### src/rtl/key_pkg.sv
// Shared event codes, repeat-FSM states and the queued event record
// used by the key event path.
package key_pkg;

    localparam logic [1:0] EV_PRESS   = 2'd0;
    localparam logic [1:0] EV_RELEASE = 2'd1;
    localparam logic [1:0] EV_REPEAT  = 2'd2;

    typedef enum logic [1:0] {
        ST_IDLE  = 2'd0,
        ST_DELAY = 2'd1,
        ST_RATE  = 2'd2
    } rep_state_t;

    typedef struct packed {
        logic [2:0] code;
        logic [1:0] kind;
    } key_event_t;

endpackage

### src/rtl/key_debounce.sv
// One button: 2-flop synchroniser, debounce counter and debounced level.
// rise/fall pulse during the cycle whose closing edge flips the level.
module key_debounce #(
    parameter int DEB_CYCLES = 1000000
) (
    input  logic clock,
    input  logic reset_n,
    input  logic key_n,
    output logic state,
    output logic rise,
    output logic fall
);

    localparam int CW = $clog2(DEB_CYCLES + 1);

    logic [1:0]    sync_q, sync_d;
    logic          state_q, state_d;
    logic [CW-1:0] cnt_q, cnt_d;
    logic          s;

    assign s     = ~sync_q[1];
    assign state = state_q;

    // NOTE: every output of this block is given a default first, so no path can infer a latch.
    always_comb begin
        sync_d  = {sync_q[0], key_n};
        state_d = state_q;
        cnt_d   = cnt_q;
        rise    = 1'b0;
        fall    = 1'b0;
        if (s == state_q) begin
            cnt_d = '0;
        end else if (cnt_q == CW'(DEB_CYCLES - 1)) begin
            state_d = s;
            cnt_d   = '0;
            rise    = s;
            fall    = ~s;
        end else begin
            cnt_d = cnt_q + CW'(1);
        end
    end

    // NOTE: non-blocking assignments make every flop sample pre-edge values, independent of statement order.
    always_ff @(posedge clock or negedge reset_n) begin
        if (!reset_n) begin
            sync_q  <= 2'b11;
            state_q <= 1'b0;
            cnt_q   <= '0;
        end else begin
            sync_q  <= sync_d;
            state_q <= state_d;
            cnt_q   <= cnt_d;
        end
    end

endmodule

### src/rtl/key_event_src.sv
// Push-button event source: per-key debounce, shared auto-repeat timer,
// pending-bit arbiter and a small event FIFO read over valid/ready.
module key_event_src
    import key_pkg::*;
#(
    parameter int NKEYS        = 4,
    parameter int DEB_CYCLES   = 1000000,
    parameter int REPEAT_DELAY = 50000000,
    parameter int REPEAT_RATE  = 10000000,
    parameter int FIFO_DEPTH   = 4
) (
    input  logic             clock,
    input  logic             reset_n,
    input  logic [NKEYS-1:0] key_n,
    output logic [NKEYS-1:0] key_state,
    output logic             ev_valid,
    input  logic             ev_ready,
    output logic [2:0]       ev_code,
    output logic [1:0]       ev_kind,
    output logic             overflow,
    input  logic             ovf_clr
);

    localparam int KW   = (NKEYS > 1) ? $clog2(NKEYS) : 1;
    localparam int TMAX = (REPEAT_DELAY > REPEAT_RATE) ? REPEAT_DELAY : REPEAT_RATE;
    localparam int TW   = $clog2(TMAX + 1);
    localparam int AW   = $clog2(FIFO_DEPTH);
    localparam int CNTW = $clog2(FIFO_DEPTH + 1);

    logic [NKEYS-1:0] rise, fall;

    for (genvar k = 0; k < NKEYS; k++) begin : g_key
        key_debounce #(.DEB_CYCLES(DEB_CYCLES)) u_deb (
            .clock   (clock),
            .reset_n (reset_n),
            .key_n   (key_n[k]),
            .state   (key_state[k]),
            .rise    (rise[k]),
            .fall    (fall[k])
        );
    end

    rep_state_t       st_q, st_d;
    logic [KW-1:0]    rk_q, rk_d, first_rise;
    logic [TW-1:0]    tmr_q, tmr_d;
    logic [NKEYS-1:0] rep_set;

    // A new press always re-arms the timer; otherwise only a release of rk disarms it.
    always_comb begin
        first_rise = '0;
        for (int k = NKEYS - 1; k >= 0; k--) begin
            if (rise[k]) first_rise = KW'(k);
        end
        st_d    = st_q;
        rk_d    = rk_q;
        tmr_d   = tmr_q;
        rep_set = '0;
        if (|rise) begin
            st_d  = ST_DELAY;
            rk_d  = first_rise;
            tmr_d = TW'(REPEAT_DELAY - 1);
        end else if (st_q != ST_IDLE && fall[rk_q]) begin
            st_d  = ST_IDLE;
            tmr_d = '0;
        end else begin
            case (st_q)
                ST_DELAY, ST_RATE: begin
                    if (tmr_q == '0) begin
                        rep_set[rk_q] = 1'b1;
                        st_d          = ST_RATE;
                        tmr_d         = TW'(REPEAT_RATE - 1);
                    end else begin
                        tmr_d = tmr_q - TW'(1);
                    end
                end
                default: tmr_d = '0;
            endcase
        end
    end

    logic [NKEYS-1:0] press_q, press_d, rel_q, rel_d, rep_q, rep_d;
    logic [NKEYS-1:0] press_clr, rel_clr, rep_clr;
    logic             pick_valid;
    logic [KW-1:0]    pick_key;
    logic [1:0]       pick_kind;
    logic             arb_valid_q, arb_valid_d;
    key_event_t       arb_ev_q, arb_ev_d;

    always_comb begin
        pick_valid = 1'b0;
        pick_key   = '0;
        for (int k = NKEYS - 1; k >= 0; k--) begin
            if (press_q[k] | rel_q[k] | rep_q[k]) begin
                pick_valid = 1'b1;
                pick_key   = KW'(k);
            end
        end
        press_clr = '0;
        rel_clr   = '0;
        rep_clr   = '0;
        if (press_q[pick_key]) begin
            pick_kind           = EV_PRESS;
            press_clr[pick_key] = pick_valid;
        end else if (rel_q[pick_key]) begin
            pick_kind         = EV_RELEASE;
            rel_clr[pick_key] = pick_valid;
        end else begin
            pick_kind         = EV_REPEAT;
            rep_clr[pick_key] = pick_valid;
        end
        press_d     = (press_q & ~press_clr) | rise;
        rel_d       = (rel_q & ~rel_clr) | fall;
        rep_d       = (rep_q & ~rep_clr) | rep_set;
        arb_valid_d = pick_valid;
        arb_ev_d    = '{code: 3'(pick_key), kind: pick_kind};
    end

    key_event_t      mem_q [FIFO_DEPTH];
    key_event_t      mem_d [FIFO_DEPTH];
    logic [AW-1:0]   wr_ptr_q, wr_ptr_d, rd_ptr_q, rd_ptr_d;
    logic [CNTW-1:0] count_q, count_d;
    logic            valid_q, valid_d;
    logic            overflow_q, overflow_d;
    logic            pop, push, drop, full;

    // A full FIFO still takes the event when the head leaves in the same cycle.
    always_comb begin
        full       = (count_q == CNTW'(FIFO_DEPTH));
        pop        = valid_q & ev_ready;
        push       = arb_valid_q & (~full | pop);
        drop       = arb_valid_q & full & ~pop;
        mem_d      = mem_q;
        if (push) mem_d[wr_ptr_q] = arb_ev_q;
        wr_ptr_d   = wr_ptr_q + AW'(push);
        rd_ptr_d   = rd_ptr_q + AW'(pop);
        count_d    = count_q + CNTW'(push) - CNTW'(pop);
        valid_d    = (count_d != '0);
        overflow_d = drop | (overflow_q & ~ovf_clr);
    end

    always_ff @(posedge clock or negedge reset_n) begin
        if (!reset_n) begin
            st_q        <= ST_IDLE;
            rk_q        <= '0;
            tmr_q       <= '0;
            press_q     <= '0;
            rel_q       <= '0;
            rep_q       <= '0;
            arb_valid_q <= 1'b0;
            arb_ev_q    <= '0;
            // NOTE: the queue storage is reset too, so the head outputs read as zero out of reset.
            for (int i = 0; i < FIFO_DEPTH; i++) mem_q[i] <= '0;
            wr_ptr_q    <= '0;
            rd_ptr_q    <= '0;
            count_q     <= '0;
            valid_q     <= 1'b0;
            overflow_q  <= 1'b0;
        end else begin
            st_q        <= st_d;
            rk_q        <= rk_d;
            tmr_q       <= tmr_d;
            press_q     <= press_d;
            rel_q       <= rel_d;
            rep_q       <= rep_d;
            arb_valid_q <= arb_valid_d;
            arb_ev_q    <= arb_ev_d;
            mem_q       <= mem_d;
            wr_ptr_q    <= wr_ptr_d;
            rd_ptr_q    <= rd_ptr_d;
            count_q     <= count_d;
            valid_q     <= valid_d;
            overflow_q  <= overflow_d;
        end
    end

    assign ev_valid = valid_q;
    assign ev_code  = mem_q[rd_ptr_q].code;
    assign ev_kind  = mem_q[rd_ptr_q].kind;
    assign overflow = overflow_q;

endmodule

### config.mk
export PLATFORM = sky130hd
export DESIGN_NAME = key_event_src
export DESIGN_NICKNAME = d
export VERILOG_FILES = /design/src/rtl/key_pkg.sv /design/src/rtl/key_debounce.sv /design/src/rtl/key_event_src.sv
export SDC_FILE = /design/constraint.sdc
export NUM_CORES = 1
export LEC_CHECK = 0
export CAP_MARGIN = 15
export CORE_MARGIN = 2
export CORE_UTILIZATION = 45
export DETAILED_ROUTE_END_ITERATION = 16
export SLEW_MARGIN = 20
export SYNTH_ARGS = -nofsm -noshare
export SYNTH_HDL_FRONTEND = slang
export SYNTH_SLANG_ARGS = --single-unit
### constraint.sdc
create_clock -name clock -period 4 [get_ports clock]
set_input_delay 0.8 -clock clock [delete_from_list [all_inputs] [get_ports clock]]
set_output_delay 0.8 -clock clock [all_outputs]
set_load 0.01 [all_outputs]
# Yosys cells after proc, flatten, opt, wreduce, memory -nomap -nowiden
# Index checks and enable logic that the tools add are counted.
# Widths: inputs -> output; s select.
dict set report classes {
  n_addsub 9
  order_cmp 7
  n_eq_ne 11
  mux 71
  bitwise_logic 38
  n_reduce_logical 16
}
# operator n
set ops {}
lappend ops {{$mux 20} 8}
lappend ops {{$mux 26} 4}
lappend ops {{$add 20x1->20 const B} 4}
lappend ops {{$eq 20x20->1 const B} 4}
lappend ops {{$mux 4} 9}
lappend ops {{$mux 2} 14}
lappend ops {{$logic_not 26->1} 1}
lappend ops {{$sub 26x1->26 const B} 1}
lappend ops {{$mux 1} 25}
lappend ops {{$bwmux 20} 1}
lappend ops {{$and 4x4->4} 4}
lappend ops {{$mux 5} 3}
lappend ops {{$not 4->4} 3}
lappend ops {{$or 4x4->4} 3}
lappend ops {{$not 1->1} 11}
lappend ops {{$bmux 5 s2} 1}
lappend ops {{$demux 5 s2} 1}
lappend ops {{$or 1x1->1} 10}
lappend ops {{$reduce_and 2->1} 5}
lappend ops {{$reduce_bool 3->1} 3}
lappend ops {{$bmux 1 s2} 3}
lappend ops {{$ge 3x3->1 const B} 2}
lappend ops {{$lt 2x3->1 const B} 2}
lappend ops {{$not 2->3} 2}
lappend ops {{other kinds (15)} 28}
dict set report totals {
  ff_bits 168
  inputBits 8
  out_inout_bits 11
  wordCells 186
}

# Longest topological paths before layout
# Gate-level depths: netlist (run 1).
dict set report depth {
  word_depth 16
  ltp_mapped 10
  mapped_depth_nobuf 10
}

# Hierarchy
# A second synthesis (run 1) with hierarchy kept.
dict set report hier_totals {
  cells_unflattened 745
  hier_area_um2 7848.8
}
# mod instances cells_each area_each_um2 seq_area_each_um2
set modules_own_cells {}
lappend modules_own_cells {key_debounce 4 111 1103.6 578.1}
lappend modules_own_cells {key_event_src 1 301 3434.5 1801.7}

# Worst setup path after synthesis (run 1)
# Ideal clock, no wire load.
dict set report synth_timing {
  path_type {input to register}
  start {in ev_ready}
  end {reg valid_q, in the netlist ev_valid}
  setup_time_ps 131
  arrival_time_ps 2496
  required_ps 3869
  path_slack_ps 1373
  cell_stages 10
  n_path_buf 0
  path_cell_list {a211oi_1 -> nand2_1 -> nand2_1 -> ha_1 -> inv_1 -> ha_1 -> fa_1 -> xnor2_1 -> xnor2_1 -> or3_1}
}
dict set report synth_via {
  elab_chain_cells 6
}
# element line_no
set synth_rtl {}
lappend synth_rtl {{start, declared} key_event_src.sv:17} ;# input logic ev_ready,
lappend synth_rtl {{$and 1x1->1 (*)} key_event_src.sv:129} ;# pop = valid_q & ev_ready;
lappend synth_rtl {{$or 1x1->1} key_event_src.sv:130} ;# push = arb_valid_q & (~full | pop);
lappend synth_rtl {{$and 1x1->1} key_event_src.sv:130}
lappend synth_rtl {{$add 3x1->3} key_event_src.sv:136} ;# count_d = count_q + CNTW'(push) - CNTW'(pop);
lappend synth_rtl {{$sub 3x1->3 (*)} key_event_src.sv:136}
lappend synth_rtl {{net count_d[2]} key_event_src.sv:121} ;# logic [CNTW-1:0] count_q, count_d;
lappend synth_rtl {{$reduce_bool 3->1 (*)} key_event_src.sv:137} ;# valid_d = (count_d != '0);
lappend synth_rtl {{net valid_d} key_event_src.sv:122} ;# logic valid_q, valid_d;
lappend synth_rtl {{end signal, assigned} key_event_src.sv:171} ;# valid_q <= valid_d;
lappend synth_rtl {{end, declared} key_event_src.sv:122}
# The timed path passes the listed nets; every way through them passes the cells marked *.
# A chain may end at the register's enable or synchronous reset.

# Worst setup path after layout (run 1)
dict set report layout_timing {
  start {reg g_key[3].u_deb.cnt_q[0]}
  end {reg tmr_q[1]}
}
dict set report layout_via {
  elab_chain_cells 8
  elab_cells_between_ends 11
  cone_classes {1 x eq/ne; 8 x mux; 2 x reduce/logical}
}
# element line_no
set layout_rtl {}
lappend layout_rtl {{start, declared} key_debounce.sv:18} ;# logic [CW-1:0] cnt_q, cnt_d;
lappend layout_rtl {{start signal, assigned} key_debounce.sv:52} ;# cnt_q <= cnt_d;
lappend layout_rtl {{$eq 20x20->1 (*)} key_debounce.sv:33} ;# end else if (cnt_q == CW'(DEB_CYCLES - 1)) begin
lappend layout_rtl {{$mux 1} key_debounce.sv:33}
lappend layout_rtl {{$mux 1} key_debounce.sv:31} ;# if (s == state_q) begin
lappend layout_rtl {{$bmux 1 s2} key_event_src.sv:62} ;# end else if (st_q != ST_IDLE && fall[rk_q]) begin
lappend layout_rtl {{$mux 1 (not written as such)} key_event_src.sv:62}
lappend layout_rtl {{$logic_and 1x1->1} key_event_src.sv:62}
lappend layout_rtl {{$mux 26} key_event_src.sv:62}
lappend layout_rtl {{$mux 26 (*)} key_event_src.sv:58} ;# if (|rise) begin
lappend layout_rtl {{net tmr_d[1]} key_event_src.sv:45} ;# logic [TW-1:0] tmr_q, tmr_d;
lappend layout_rtl {{end signal, assigned} key_event_src.sv:161} ;# tmr_q <= tmr_d;
lappend layout_rtl {{end, declared} key_event_src.sv:45}
# The timed path passes the listed nets; every way through them passes the cells marked *. The select of a mux whose other input is x is not followed.

==> results.json, run 1 <==
{
  "run_status": "completed",
  "synth-compound-area-share_pct": 6.95,
  "cts-root-buf": "clkbuf_16",
  "finalMaxSlewViolations": 0,
  "yosys.cell_types.count": 64,
  "switchingPower_uw": 787,
  "crit_type": "register to register",
  "synth_top_family_by_area": "simple AND/OR/NAND/NOR gates",
  "clk_pin_slew_ps": 60,
  "p_seq_share_pct": 49.6,
  "die_area_mm2": 0.0186,
  "drc": 0,
  "post-cts-setup-buffers": 0,
  "synth_enable_flop_cells": 0,
  "ys_warn_count": 0,
  "core_region_area_mm2": 0.0172,
  "drtPass1Iterations": 4,
  "finalNonFillerCells": 1013,
  "htreeDepth": 4,
  "port_buffers": 17,
  "placed_area_mm2": 0.00823,
  "skew_ps": 10.3,
  "final_area_mm2": 0.00882,
  "synthMuxAreaShare_pct": 3.44,
  "syn_to_final_growth_pct": 12.1,
  "hold_buffers": 0,
  "grt_pass1_wl_um": 25700,
  "cp.required_ps": 4260,
  "fin_util_pct": 51.3,
  "crit_path_end_kind": "register",
  "n_fill_cell": 1578,
  "clk-insertion-delay-late_ps": 420,
  "dp_hpwl_um": 9820,
  "internal-power_uw": 2750,
  "vias": 5360,
  "grt_max_degree": 111,
  "diodes": 0,
  "powerDensity_mw_per_mm2": 401,
  "cellLeakagePower_uw": 0.00397,
  "synthTopCellsByArea": "dfrtp_1, nor2_1, xor2_1, xnor2_1, nand2_1",
  "crit_arrival_ps": 3200,
  "register_area_mm2": 0.00411,
  "netlist_top_cells_count": "dfrtp_1, nor2_1, nand2_1",
  "viasPerCell": 5.29,
  "synth_nets": 775,
  "yosysTopAreaCell": "dfrtp_1",
  "syn_area_mm2": 0.00787,
  "initial_core_util_pct": 45.8,
  "cts_buffers": 17,
  "layout_min_cycle_time_ps": 2940,
  "yosys.area_share.simple_pct": 22.6,
  "r2r_slack_ps": 1060,
  "tightest_slew_ps": 881,
  "synth_top_area_share_pct": 49.6,
  "syn-mean-instance-area_um2": 10.4,
  "ys_ff_latch": 164,
  "drtIter0Drc": 281,
  "p_clk_share_pct": 45.4,
  "cts_buffer_depth": 2,
  "boundaryPins": 19,
  "min_period_over_period_pct": 73.5,
  "wirelength_um": 14600,
  "ant_nets": 0,
  "wl_per_cell_um": 14.4,
  "drive_gt1_share_pct": 11.7,
  "tns_ps": 0,
  "clock.fmax_ghz": 0.340,
  "ys_seq_area_share_pct": 52.3,
  "sw_frac_of_total_pct": 22.2,
  "grt_usage_pct": 17.4,
  "maxCapViolations": 0,
  "ir_drop_mv": 0.299,
  "maxSlewHeadroom_pct": 41.2,
  "die_w_um": 136,
  "multi_input_area_mm2": 0.00355,
  "synth_xor_xnor_area_share_pct": 10.2,
  "place_congestion": 0.790,
  "rsz0062_at_grt": "false",
  "overflow": 0,
  "fp-row-count": 48,
  "crit_path_start_kind": "register",
  "dp_cells": 981,
  "synth.most_common_cell": "dfrtp_1",
  "combPwrFrac_pct": 5.0,
  "setup_viol": 0,
  "nets": 794,
  "hp-class": "register to register",
  "syn_inst": 756,
  "antenna_found_initial": 0,
  "synthFlopType": "dfrtp_1",
  "hold_violations": 0,
  "clkSinkCount": 164,
  "finalPower_uw": 3540,
  "ctsResizeCount": 0,
  "async_reset_ff_share_pct": 100,
  "die_height_um": 136,
  "synthAdderAreaFrac_pct": 1.85,
  "cts_tree": "built",
  "crit_fanout": 12,
  "first_global_vias": 5394
}
## state kept, by name (all words and copies together) (netlist names)
register            cells
arb_ev_q                4
arb_valid_q             1
count_q                 3
ev_valid                1
g_key.u_deb.cnt_q      80
g_key.u_deb.state       4
g_key.u_deb.sync_q      8
mem_q                  16
overflow                1
press_q                 4
rd_ptr_q                2
rel_q                   4
rep_q                   4
rk_q                    2
st_q                    2
tmr_q                  26
wr_ptr_q                2
## layer usage
layer | wire, um | global-route usage (%)
met1 | 7170 | 23.1
met2 | 6800 | 28.1
met3 | 435 | 4.62
met4 | 177 | 4.92
met5 | 0 | 0
## layout by cell type (no fill, tap or decap), drive strengths merged, types with 10 or more instances in the layout
cell and count:
and3 15, xor2 48, nor3 31, and2 12, or3 12, mux2 16, nor4 12, nand3 33
dfrtp 156, o21ai 41, inv 20, nand4 13, clkdlybuf4s50 16, ha 10, a21oi 18, nand2 61
xnor2 44, clkbuf 24, nor2 113
## cell families after synthesis
kind of cell,Yosys count
xor gates and xnor gates,92
buffers and inverters,42
DFF,164
other,1
and+or+nand+nor,342
muxes,20
adders and majority gates,11
AOI/OAI and AO/OA,84
## layout make-up
cell class                      instances  share of cell area (%)
Multi-Input combinational cell        550                    40.3
Clock inverter                          9                    1.18
Inverter                               20                   0.852
Clock buffer                           23                    5.42
Timing Repair Buffer                   22                    2.40
Sequential cell                       164                    46.7
Tap cell                              225                    3.19
## per-stage QoR
stage / hold slack (ps) / setup WS [ps]
floorplan: 345 / 1370
global route: 358 / 784
detailed placement: 347 / 806
global placement: 345 / 868
finish: 350 / 1060
CTS: 353 / 1070
## final timing paths
path | depth (start not counted) | end | from
min in group asynchronous | 1 | overflow | reset_n
max in group asynchronous | 2 | g_key[1].u_deb.sync_q[1] | reset_n
max reg2reg | 7 | tmr_q[1] | g_key[3].u_deb.cnt_q[0]
max | 7 | tmr_q[1] | g_key[3].u_deb.cnt_q[0]
min | 0 | g_key[1].u_deb.sync_q[1] | g_key[1].u_deb.sync_q[0]
min reg2reg | 0 | g_key[1].u_deb.sync_q[1] | g_key[1].u_deb.sync_q[0]
## power by group through the flow
stage	registers, uW	logic (uW)	clock network [uW]
2_1_floorplan	1780	113	0
3_3_place_gp	1790	171	0
3_5_place_dp	1790	180	0
4_1_cts	1760	181	1650
5_1_grt	1770	202	1730
6_report	1760	175	1610
## critical path, cell delays in order, from the launching register on
cell	delay (ps)
dfrtp_1	390
ha_1	240
and4_1	260
nand4_1	110
nor3_1	520
o2bb2ai_1	300
o21ai_1	730
o21ai_0	240
(Power assumes the default switching activity.)
==> run 2: changes to the inputs <==
- clock period: 4 -> 2.5 ns (I/O delays scaled with it)
==> results.json, run 2 (synthesized netlist as in run 1, its figures left out) <==
{
  "top_register": "g_key.u_deb.cnt_q",
  "post-cts-setup-buffers": 0,
  "cts-root-buf": "clkbuf_16",
  "critPathSlowestCell": "mux4_2",
  "finalMaxSlewViolations": 0,
  "ir_drop_mv": 0.657,
  "cp_num_buf_inv": 1,
  "p_clk_share_pct": 46.3,
  "min_period_over_period_pct": 95.1,
  "layout_min_cycle_time_ps": 2380,
  "diodes": 0,
  "hold_depth": 0,
  "rr_startpoint": "g_key[1].u_deb.cnt_q[0]",
  "die_w_um": 136,
  "p_seq_share_pct": 48.6,
  "crit_type": "register to output port",
  "tightest_slew_ps": 577,
  "drive_gt1_share_pct": 14.6,
  "cts_buffer_depth": 2,
  "grt_max_degree": 69,
  "overflow": 0,
  "placed_area_mm2": 0.00840,
  "setup_viol": 0,
  "largest_register_ffs": 80,
  "cts_buffers": 17,
  "whs_endpoint": "g_key[3].u_deb.sync_q[1]",
  "hold_violations": 0,
  "ant_nets": 0,
  "maxSlewHeadroom_pct": 61.2,
  "initial_core_util_pct": 45.8,
  "powerDensity_mw_per_mm2": 640,
  "run_status": "completed",
  "combPwrFrac_pct": 5.1,
  "dp_hpwl_um": 10400,
  "clock.fmax_ghz": 0.421,
  "crit_chain": "mux4_2 > clkdlybuf4s50_1",
  "viasPerCell": 5.39,
  "crit_family": "multiplexers",
  "layout_setup_ws_ps": 124,
  "dp_cells": 998,
  "clkSinkCount": 164,
  "grt_pass1_wl_um": 27000,
  "crit_path_end_kind": "output port",
  "htreeDepth": 4,
  "finalNonFillerCells": 1031,
  "sw_frac_of_total_pct": 23.0,
  "cellLeakagePower_uw": 0.00411,
  "port_buffers": 17,
  "drtPass1Iterations": 4,
  "r2r_slack_ps": 160,
  "crit_fanout": 5,
  "layout_common_cells": "dfrtp_1, nor2_1, nand2_1",
  "switchingPower_uw": 1330,
  "place_congestion": 0.825,
  "cp.required_ps": 2000,
  "grt_usage_pct": 18.2,
  "reg2regPathDepth": 8,
  "layout_commonest_cell": "dfrtp_1",
  "core_region_area_mm2": 0.0172,
  "maxCapViolations": 0,
  "die_height_um": 136,
  "antenna_found_initial": 0,
  "min_from": "g_key[3].u_deb.sync_q[0]",
  "reg.largest.list": "g_key.u_deb.cnt_q (80), tmr_q (26), mem_q (16)",
  "clk_pin_slew_ps": 60,
  "tns_ps": 0,
  "wirelength_um": 15100,
  "final_area_mm2": 0.00905,
  "internal-power_uw": 4460,
  "wl_per_cell_um": 14.7,
  "first_global_vias": 5770,
  "nets": 812,
  "clk-insertion-delay-late_ps": 430,
  "drtIter0Drc": 384,
  "reg2reg_to": "tmr_q[1]",
  "vias": 5556,
  "crit_arrival_ps": 1880,
  "fp-row-count": 48,
  "die_area_mm2": 0.0186,
  "boundaryPins": 19,
  "skew_ps": 7.81,
  "syn_to_final_growth_pct": 15.1,
  "dp_slack_ps": -358,
  "slowest_delay_ps": 510,
  "cts_tree": "built",
  "crit_path_start_kind": "register",
  "drc": 0,
  "hp-class": "register to register"
}
## run 2: layer usage
layer / up-vias / global-route usage (%) / share of wire [%]
met5: - / 0 / 0
met4: 0 / 5.84 / 1.3
met3: 15 / 3.84 / 3.2
met2: 79 / 30.0 / 48
met1: 2780 / 24.0 / 47
li1: 2682 / - / -
## run 2: stage by stage
step	utilization (%)	hold slack, ps	total power (uW)
finish	52.7	355	5790
global route	52.7	359	6020
CTS	52.4	356	5840
detailed placement	48.9	347	3160
global placement	48.9	346	3140
floorplan	-	204	3020
## run 2: power by group through the flow
stage               clock network [uW]  registers, uW  logic, uW
floorplan                            0           2840        180
finish                            2680           2820        296
detailed placement                   0           2860        303
global route                      2850           2830        341
global placement                     0           2850        281
CTS                               2720           2810        306
## run 2: final cells by class
class / instances / area (um2)
repair buffers: 40 / 384
fillers: 1534 / 8120
clock buffers: 18 / 439
flip-flops and latches: 164 / 4120
well taps: 225 / 282
multi-input cells: 550 / 3600
clock inverters: 14 / 160
inverters: 20 / 75.1
## run 2: worst max path at each step
stage / from / endpoint / slack, ps / depth (start not counted)
after floorplan: ev_ready / ev_valid / 170 / 10
after global placement: ev_ready / ev_valid / -240 / 11
after detailed placement: ev_ready / ev_valid / -360 / 11
after CTS: rd_ptr_q[0] / ev_code[0] / 4 / 2
after global routing: g_key[3].u_deb.cnt_q[0] / tmr_q[1] / -2 / 10
final: rd_ptr_q[0] / ev_code[0] / 120 / 2
## run 2: timing repair
action / in CTS / in global routing
resized for setup: 0 / 8
setup endpoints to repair: 0 / 23
hold buffers: 1 / 0
endpoints found under the hold margin: 34 / 0
